<file path="src/rtl/rvm_divider.sv">
// 32-bit RISC-V M-extension divider (DIV/DIVU/REM/REMU).
// Restoring shift-subtract, one quotient bit per cycle; divide-by-zero and signed overflow bypass CALC.
module rvm_divider (
  input  logic        clk,
  input  logic        resetn,
  input  logic        req,
  input  logic [1:0]  op,
  input  logic [31:0] lhs,
  input  logic [31:0] rhs,
  input  logic        flush,
  output logic        busy,
  output logic        valid,
  output logic [31:0] result
);

  typedef enum logic [1:0] {IDLE, CALC, DONE} state_t;

  state_t      state, state_n;
  logic        rem_sel, neg_q, neg_r;
  logic [31:0] quo, dvs;
  logic [32:0] rem;
  logic [4:0]  cnt;
  logic        accept;

  // request-side decode
  logic        sgn_in, div0, ovf, special;
  logic [31:0] spec_res, lhs_mag, rhs_mag;

  assign sgn_in   = ~op[0];
  assign div0     = (rhs == 32'd0);
  assign ovf      = sgn_in && (lhs == 32'h8000_0000) && (rhs == 32'hFFFF_FFFF);
  assign special  = div0 | ovf;
  assign spec_res = div0 ? (op[1] ? lhs : 32'hFFFF_FFFF)
                         : (op[1] ? 32'd0 : 32'h8000_0000);
  assign lhs_mag  = (sgn_in & lhs[31]) ? -lhs : lhs;
  assign rhs_mag  = (sgn_in & rhs[31]) ? -rhs : rhs;

  // one restoring step: the borrow of the 33-bit trial subtraction is its sign bit
  logic [32:0] shifted, diff, rem_n;
  logic [31:0] quo_n, q_f, r_f, calc_res;
  logic        qbit;

  assign shifted  = {rem[31:0], quo[31]};
  assign diff     = shifted - {1'b0, dvs};
  assign qbit     = ~diff[32];
  assign rem_n    = qbit ? diff : shifted;
  assign quo_n    = {quo[30:0], qbit};
  assign q_f      = neg_q ? -quo_n : quo_n;
  assign r_f      = neg_r ? -rem_n[31:0] : rem_n[31:0];
  assign calc_res = rem_sel ? r_f : q_f;

  assign busy  = (state != IDLE);
  assign valid = (state == DONE);

  always_comb begin
    state_n = state;
    accept  = 1'b0;
    case (state)
      IDLE: if (req && !flush) begin
        accept  = 1'b1;
        state_n = special ? DONE : CALC;
      end
      CALC: if (flush)             state_n = IDLE;
            else if (cnt == 5'd31) state_n = DONE;
      DONE: state_n = IDLE;
      default: state_n = IDLE;
    endcase
  end

  always_ff @(posedge clk or negedge resetn) begin
    if (!resetn) begin
      state   <= IDLE;
      rem_sel <= 1'b0;
      neg_q   <= 1'b0;
      neg_r   <= 1'b0;
      quo     <= '0;
      dvs     <= '0;
      rem     <= '0;
      cnt     <= '0;
      result  <= '0;
    end else begin
      state <= state_n;
      if (accept) begin
        rem_sel <= op[1];
        neg_q   <= sgn_in & (lhs[31] ^ rhs[31]);
        neg_r   <= sgn_in & lhs[31];
        quo     <= lhs_mag;
        dvs     <= rhs_mag;
        rem     <= '0;
        cnt     <= '0;
        if (special) result <= spec_res;
      end else if (state == CALC && !flush) begin
        rem <= rem_n;
        quo <= quo_n;
        cnt <= cnt + 5'd1;
        if (cnt == 5'd31) result <= calc_res;
      end
    end
  end

endmodule

</file>
<file path="config.mk">
export PLATFORM = sky130hd
export DESIGN_NAME = rvm_divider
export DESIGN_NICKNAME = d
export VERILOG_FILES = /design/src/rtl/rvm_divider.sv
export SDC_FILE = /design/constraint.sdc
export NUM_CORES = 1
export LEC_CHECK = 0
export CELL_PAD_IN_SITES_DETAIL_PLACEMENT = 0
export CELL_PAD_IN_SITES_GLOBAL_PLACEMENT = 1
export CORE_ASPECT_RATIO = 0.75
export CORE_MARGIN = 2
export CORE_UTILIZATION = 40
export DETAILED_ROUTE_END_ITERATION = 10
export PLACE_DENSITY_LB_ADDON = 0.25
export REMOVE_ABC_BUFFERS = 1
export SLEW_MARGIN = 10
export SYNTH_ARGS = -nofsm -noshare
export SYNTH_HDL_FRONTEND = slang
export SYNTH_SLANG_ARGS = --single-unit
</file>
<file path="constraint.sdc">
create_clock -name clk -period 5.27 [get_ports clk]
set_clock_uncertainty 0.2 [all_clocks]
set_input_delay 1.3175 -clock clk [delete_from_list [all_inputs] [get_ports clk]]
set_output_delay 1.3175 -clock clk [all_outputs]
set_load 0.005 [all_outputs]
</file>
Yosys cells after proc, flatten, opt, wreduce, memory -nomap -nowiden
Cells that the tools add are included.

Add/sub/neg operators: 6. Muxes and demuxes: 26. Equal/unequal tests: 8. Bitwise logic cells: 7. Reduce and logical (&&, ||, !) cells: 12.

Operators with widths (number): $mux 32 (17); $neg 32->32 (4); $eq 32x32->1 const B (2); $sub 33x32->33 (1); $logic_not 32->1 (1); $mux 5 (2); $mux 2 (4); $reduce_bool 2->1 (3); $add 5x1->5 const B (1); $eq 5x5->1 const B (1); $logic_and 1x1->1 (4); $pmux 2 s2 (1); $and 1x1->1 (3); $ne 3x3->1 const B (1); $reduce_and 3->1 (1); $eq 2x1->1 const B (1); $eq 2x2->1 const B (1); $logic_not 2->1 (1); $mux 1 (2); $ne 2x1->1 const B (1); $ne 2x2->1 const B (1); $not 1->1 (2); $reduce_and 2->1 (1); $logic_not 1->1 (1); 2 further kinds (2).

Word-level logic and storage cells: 68. Register bits after elaboration: 138.

Logic depth before layout (Yosys ltp)
Depth in word-level cells: 8. Gate-level depth with buffers: 22. Mapped depth without buffers: 20.

Worst setup path before layout
OpenSTA, ideal clock, no wires.

Kind: reg-to-reg. Start: reg quo[31]. End: reg result[30]. Data arrival time: 4594 ps. Period minus slack after synthesis: 4928 ps. Path buffers: 2. Path slack: 342 ps. Stages on the path, launching flop included: 23. Cells stage by stage: dfrtp_1 -> inv_1 -> ha_1 -> fa_1 -> nand2b_1 -> a21oi_1 -> o21ai_1 -> o21ai_0 -> a31oi_1 -> xnor2_1 -> inv_1 -> clkbuf_1 -> buf_1 -> ha_1 -> nand2b_1 -> or3_1 -> or2_1 -> or2_2 -> o31ai_1 -> xor2_1 -> nor2_1 -> a21oi_1 -> o211ai_1.

Word-level cells in the longest chain between the ends: 8. Elaborated cells between the ends (all ways): 11. Those cells by class: add/sub (3); mux (7); bitwise (1).

Ends and longest elaborated chain: start: declaration (line 20) `logic [31:0] quo, dvs;`; start signal: assignment (line 87) `quo <= lhs_mag;`; start signal: assignment (line 94) `quo <= quo_n;`; $sub 33x32->33 (line 44) `assign diff = shifted - {1'b0, dvs};`; $mux 32 or $not 1->1 (tied branches) (line 46, 45); $neg 32->32, on equally long branches (line 49, 48); $mux 32, on equally long branches (line 49, 48); $mux 32 * (line 50) `assign calc_res = rem_sel ? r_f : q_f;`; $mux 32 * (line 96) `if (cnt == 5'd31) result <= calc_res;`; $mux 32 * (line 92) `end else if (state == CALC && !flush) begin`; $mux 32 * (line 83) `if (accept) begin`; end signal: assignment (line 91) `if (special) result <= spec_res;`; end signal: assignment (line 96); end: declaration (line 13) `output logic [31:0] result`.

Mark *: on every way between the ends. The rest lies on a longest branch, timed or not. The select of a mux whose other input is x is not followed. A chain may end at the register's enable or synchronous reset.

Worst setup path after layout
Start: reg rem[24]. End: reg result[18].

Word-level cells in the longest chain between the ends: 8. Elaborated cells between the ends (all ways): 11. Those cells by class: add/sub (3); mux (7); bitwise (1).

Ends and longest elaborated chain: start: declaration (line 21) `logic [32:0] rem;`; start signal: assignment (line 93) `rem <= rem_n;`; $sub 33x32->33 * (line 44); $mux 32 or $not 1->1 (tied branches) (line 46, 45); $neg 32->32, on equally long branches (line 49, 48); $mux 32, on equally long branches (line 49, 48); $mux 32 * (line 50); $mux 32 * (line 96); $mux 32 * (line 92); $mux 32 * (line 83).

Marks and branches as above.

==> summary.md <==
| Metric | Value |
|---|---|
| Status | `completed` |
| Yosys cell types | `75` |
| Htree depth | `4` |
| Vias per Instance | `6.00` |
| Via count of the first global-routing pass | `about 11000` |
| Initial antenna violation count | `1` |
| Average routed wire per standard cell | `20.7 um` |
| Most frequent cells in the layout | `o21ai_0 (177), nand2_1 (165), dfrtp_1 (138)` |
| FF-to-FF End | `result[18]` |
| Die H | `around 150 um` |
| Setup bufs post-CTS | `0` |
| Reg2reg path depth | `19` |
| Inst Count DP | `1964` |
| Post-DP HPWL | `31900 um` |
| R2R Setup Slk | `0.35 ns` |
| Die width | `approximately 200 um` |
| Synthesized area | `0.0116 mm^2` |
| Layout Nets | `approximately 1700` |
| Fin crit share | `93.4%` |
| CORE AREA | `0.0283 mm^2` |
| Async SR Flop Fraction | `100%` |
| Min Tclk post-route | `4.92 ns` |
| Largest family of logic cells by synthesized area | `compound AO/OA/AOI/OAI gates` |
| CTS tree | `yes` |
| Largest cells by area after synthesis | `dfrtp_1 (30%), o21ai_0 (7.7%), nand2_1 (5.3%)` |
| Root buf cell | `clkbuf_16` |
| TNS Setup | `0 ns` |
| Leading area contributor after synthesis | `dfrtp_1` |
| Crit path launch | `rem[24]` |
| Critical path data arrival time | `approximately 5 ns` |
| Die area | `around 0.030 mm^2` |
| CTS sink count | `between 100 and 150` |
| Pre-antenna DRT Iters | `6` |
| Final Max Slew Viols | `0` |
| Syn Inst Count | `approximately 1500` |
| Initial Utilization | `41.0%` |
| Rel. slew slack | `between 30 and 40%` |
| Most common cell after layout, fill and taps aside | `o21ai_0` |
| RD Place Congestion | `0.929` |
| Final setup viols | `0` |
| Delay-heaviest family, CP | `simple AND/OR/NAND/NOR gates` |
| CP cell instances | `ha_1 -> and2_1 -> nand3_1 -> nor4_2 -> a31oi_1 -> xnor2_2 -> inv_1 -> buf_4 -> ha_1 -> nand2b_1 -> or3_1 -> or2_1 -> buf_4 -> o41ai_1 -> xor2_1 -> nand2_1 -> o211ai_1 -> nand2b_1 -> o211ai_1` |
| Leakage Power | `5.84 nW` |
| CP Depth | `19` |
| Port Buffers | `103` |
| Final Hold Vio Count | `0` |
| Largest net degree at the start of global routing | `90` |
| CP max stage delay | `approximately 0.48 ns` |
| Nature of the critical path endpoint | `flip-flop` |
| Least-Margin Pin Slew | `between 1 and 1.5 ns` |
| Setup crit end | `result[18]` |
| Worst-path fanout max | `8` |
| Power Density | `557 mW/mm^2` |
| CP max-delay cell | `nor4_2` |
| DR iter-0 viols | `1087` |
| Final instance area | `0.0140 mm^2` |
| Post-detailed-route count of antenna-violating nets | `0` |
| Avg Inst Size Synth | `7.86 um^2` |
| Hold Crit Start | `dvs[6]` |
| DRC errors left | `0` |
| Setup CP Type | `reg2reg` |
| Row count | `53` |
| Via count | `12000` |
| CP Launch Type | `flip-flop` |
| Post-Synth Adder-Cell Area | `4.37%` |
| Ys Warns | `0` |
| Diodes inserted | `0` |
| WP buf/inv | `3` |
| Non-filler cells, final | `around 2000` |
| Area share of the largest cell type after synthesis | `between 20% and 30%` |
| Final wirelength | `41300 um` |
| Reg2Reg Launch Point | `rem[24]` |
| IO Pins | `around 100` |
| Share of cells above drive strength 1 | `8.26%` |
| Max_cap viols | `0` |
| Max Fclk | `between 200 and 250 MHz` |
| Worst skew pair latency | `0.45 ns` |
| Layout area overhead | `20.7%` |
| CTS Buf Count | `17` |
| Post-Synth Simple-Gate Area | `a little over a fifth` |
| Clock tree buffer depth | `2` |
| GR Util All Layers | `between 20 and 30%` |
| GR Overflow Total | `0` |
| Synth Flop Type | `dfrtp_1` |
| Post-synthesis xor/xnor area fraction | `between 10% and 20%` |
| RSZ-0062 raised after global routing | `no` |
| Critical Path RT | `5.39 ns` |
| Seq/Total Area, Yosys | `29.7%` |
| Mux contribution to synthesized area | `2.89%` |
| Hold WC Path Type | `reg2reg` |
| Number of synthesized flops with an enable pin | `0` |
| Wire length of the first global-routing pass | `64500 um` |
| Register bit total from synthesis | `138` |
| Clk slew on worst S/H paths | `0.06 ns` |
| Compound-Gate Fraction of Synth Area | `a little over a quarter` |
| Worst VDD drop | `between 0.2 and 0.3 mV` |
| Post-DP Area | `0.0134 mm^2` |
worst min-delay path: cells and delay by family, from the launching register on:
kind	cells	cell delay, ns
compound gates	1	0.06
flops	1	0.34
simple gates	1	0.05
kinds of logic (layout without fill, tap and decap cells):
| group | Yosys count | after routing |
|---|---|---|
| and+or+nand+nor | 499 | 499 |
| AOI/OAI and AO/OA | 494 | 494 |
| buffers and inverters | 139 | 272 |
| DFF | 138 | 138 |
| xor gates and xnor gates | 135 | 135 |
| adders and majority gates | 40 | 40 |
| muxes | 33 | 33 |
how the worst min path moves through the flow:
stage                end  slack (ns)  depth (start not counted)
2_1_floorplan    dvs[10]        0.25                          2
3_3_place_gp     dvs[25]        0.27                          2
3_5_place_dp   result[2]        0.26                          2
4_1_cts          dvs[11]        0.28                          2
5_1_grt          dvs[27]        0.31                          2
6_report          dvs[6]        0.28                          2
report_power, final:
part           internal, W  switching [W]  total (W)
sequential         0.00129       0.000297    0.00158
combinational      0.00204        0.00296    0.00501
clock             0.000705       0.000504    0.00121
total              0.00403        0.00377    0.00780
cell usage after synthesis, drive strengths merged, types with 5 or more instances:
master	count
nor4	20
and3	16
and4	5
o21ai	180
a21boi	5
o211ai	20
mux2i	29
a211oi	12
nand2b	20
nor3	38
clkbuf	60
ha	39
nand4	22
a21oi	82
inv	62
or3	20
a211o	7
a31oi	20
a221oi	5
buf	16
and2	12
nand3	23
xor2	67
o21bai	6
o31ai	31
or2	12
a221o	6
dfrtp	138
a22o	9
o41ai	11
a22oi	32
o21a	6
nand2	165
a21o	12
o221ai	7
nor2	114
xnor2	68
nor2b	5
o2111ai	5
or4	15
layer usage:
metal | up-vias | GRT usage, % | share of wire, %
li1 | 5682 | - | -
met1 | 5809 | 41.8 | 50
met2 | 448 | 40.0 | 41
met3 | 31 | 5.41 | 7.2
met4 | 0 | 5.89 | 1.3
met5 | - | 0 | 0
repair_timing:
item                                    CTS  global route
gates resized for setup                   0             5
hold buffers                              0             0
endpoints found under the setup margin    0            14
sequential cells by signal, summed over array words and instances, names as in the netlist:
signal / flops
dvs: 32
quo: 32
rem: 32
result: 32
cnt: 5
state: 2
neg_q: 1
neg_r: 1
rem_sel: 1
through the flow:
step	hold slack [ns]	worst slack (ns)	total power (W)	utilization, %
after floorplan	0.250	-3.70	0.00473	-
after global placement	0.266	0.221	0.00647	47.4
after detailed placement	0.259	0.145	0.00648	47.4
after CTS	0.283	0.210	0.00772	49.4
after global routing	0.309	0.0210	0.00839	49.5
final	0.281	0.346	0.00780	49.5
layout make-up:
| type | instances | area [um^2] |
|---|---|---|
| clock buffers | 20 | 447 |
| clock inverters | 12 | 124 |
| fillers | 2823 | 14300 |
| inverters | 63 | 236 |
| multi-input cells | 1201 | 7660 |
| flip-flops and latches | 138 | 3450 |
| well taps | 385 | 482 |
| repair buffers | 177 | 1610 |
Note: power is estimated with default switching activity, not from simulation.
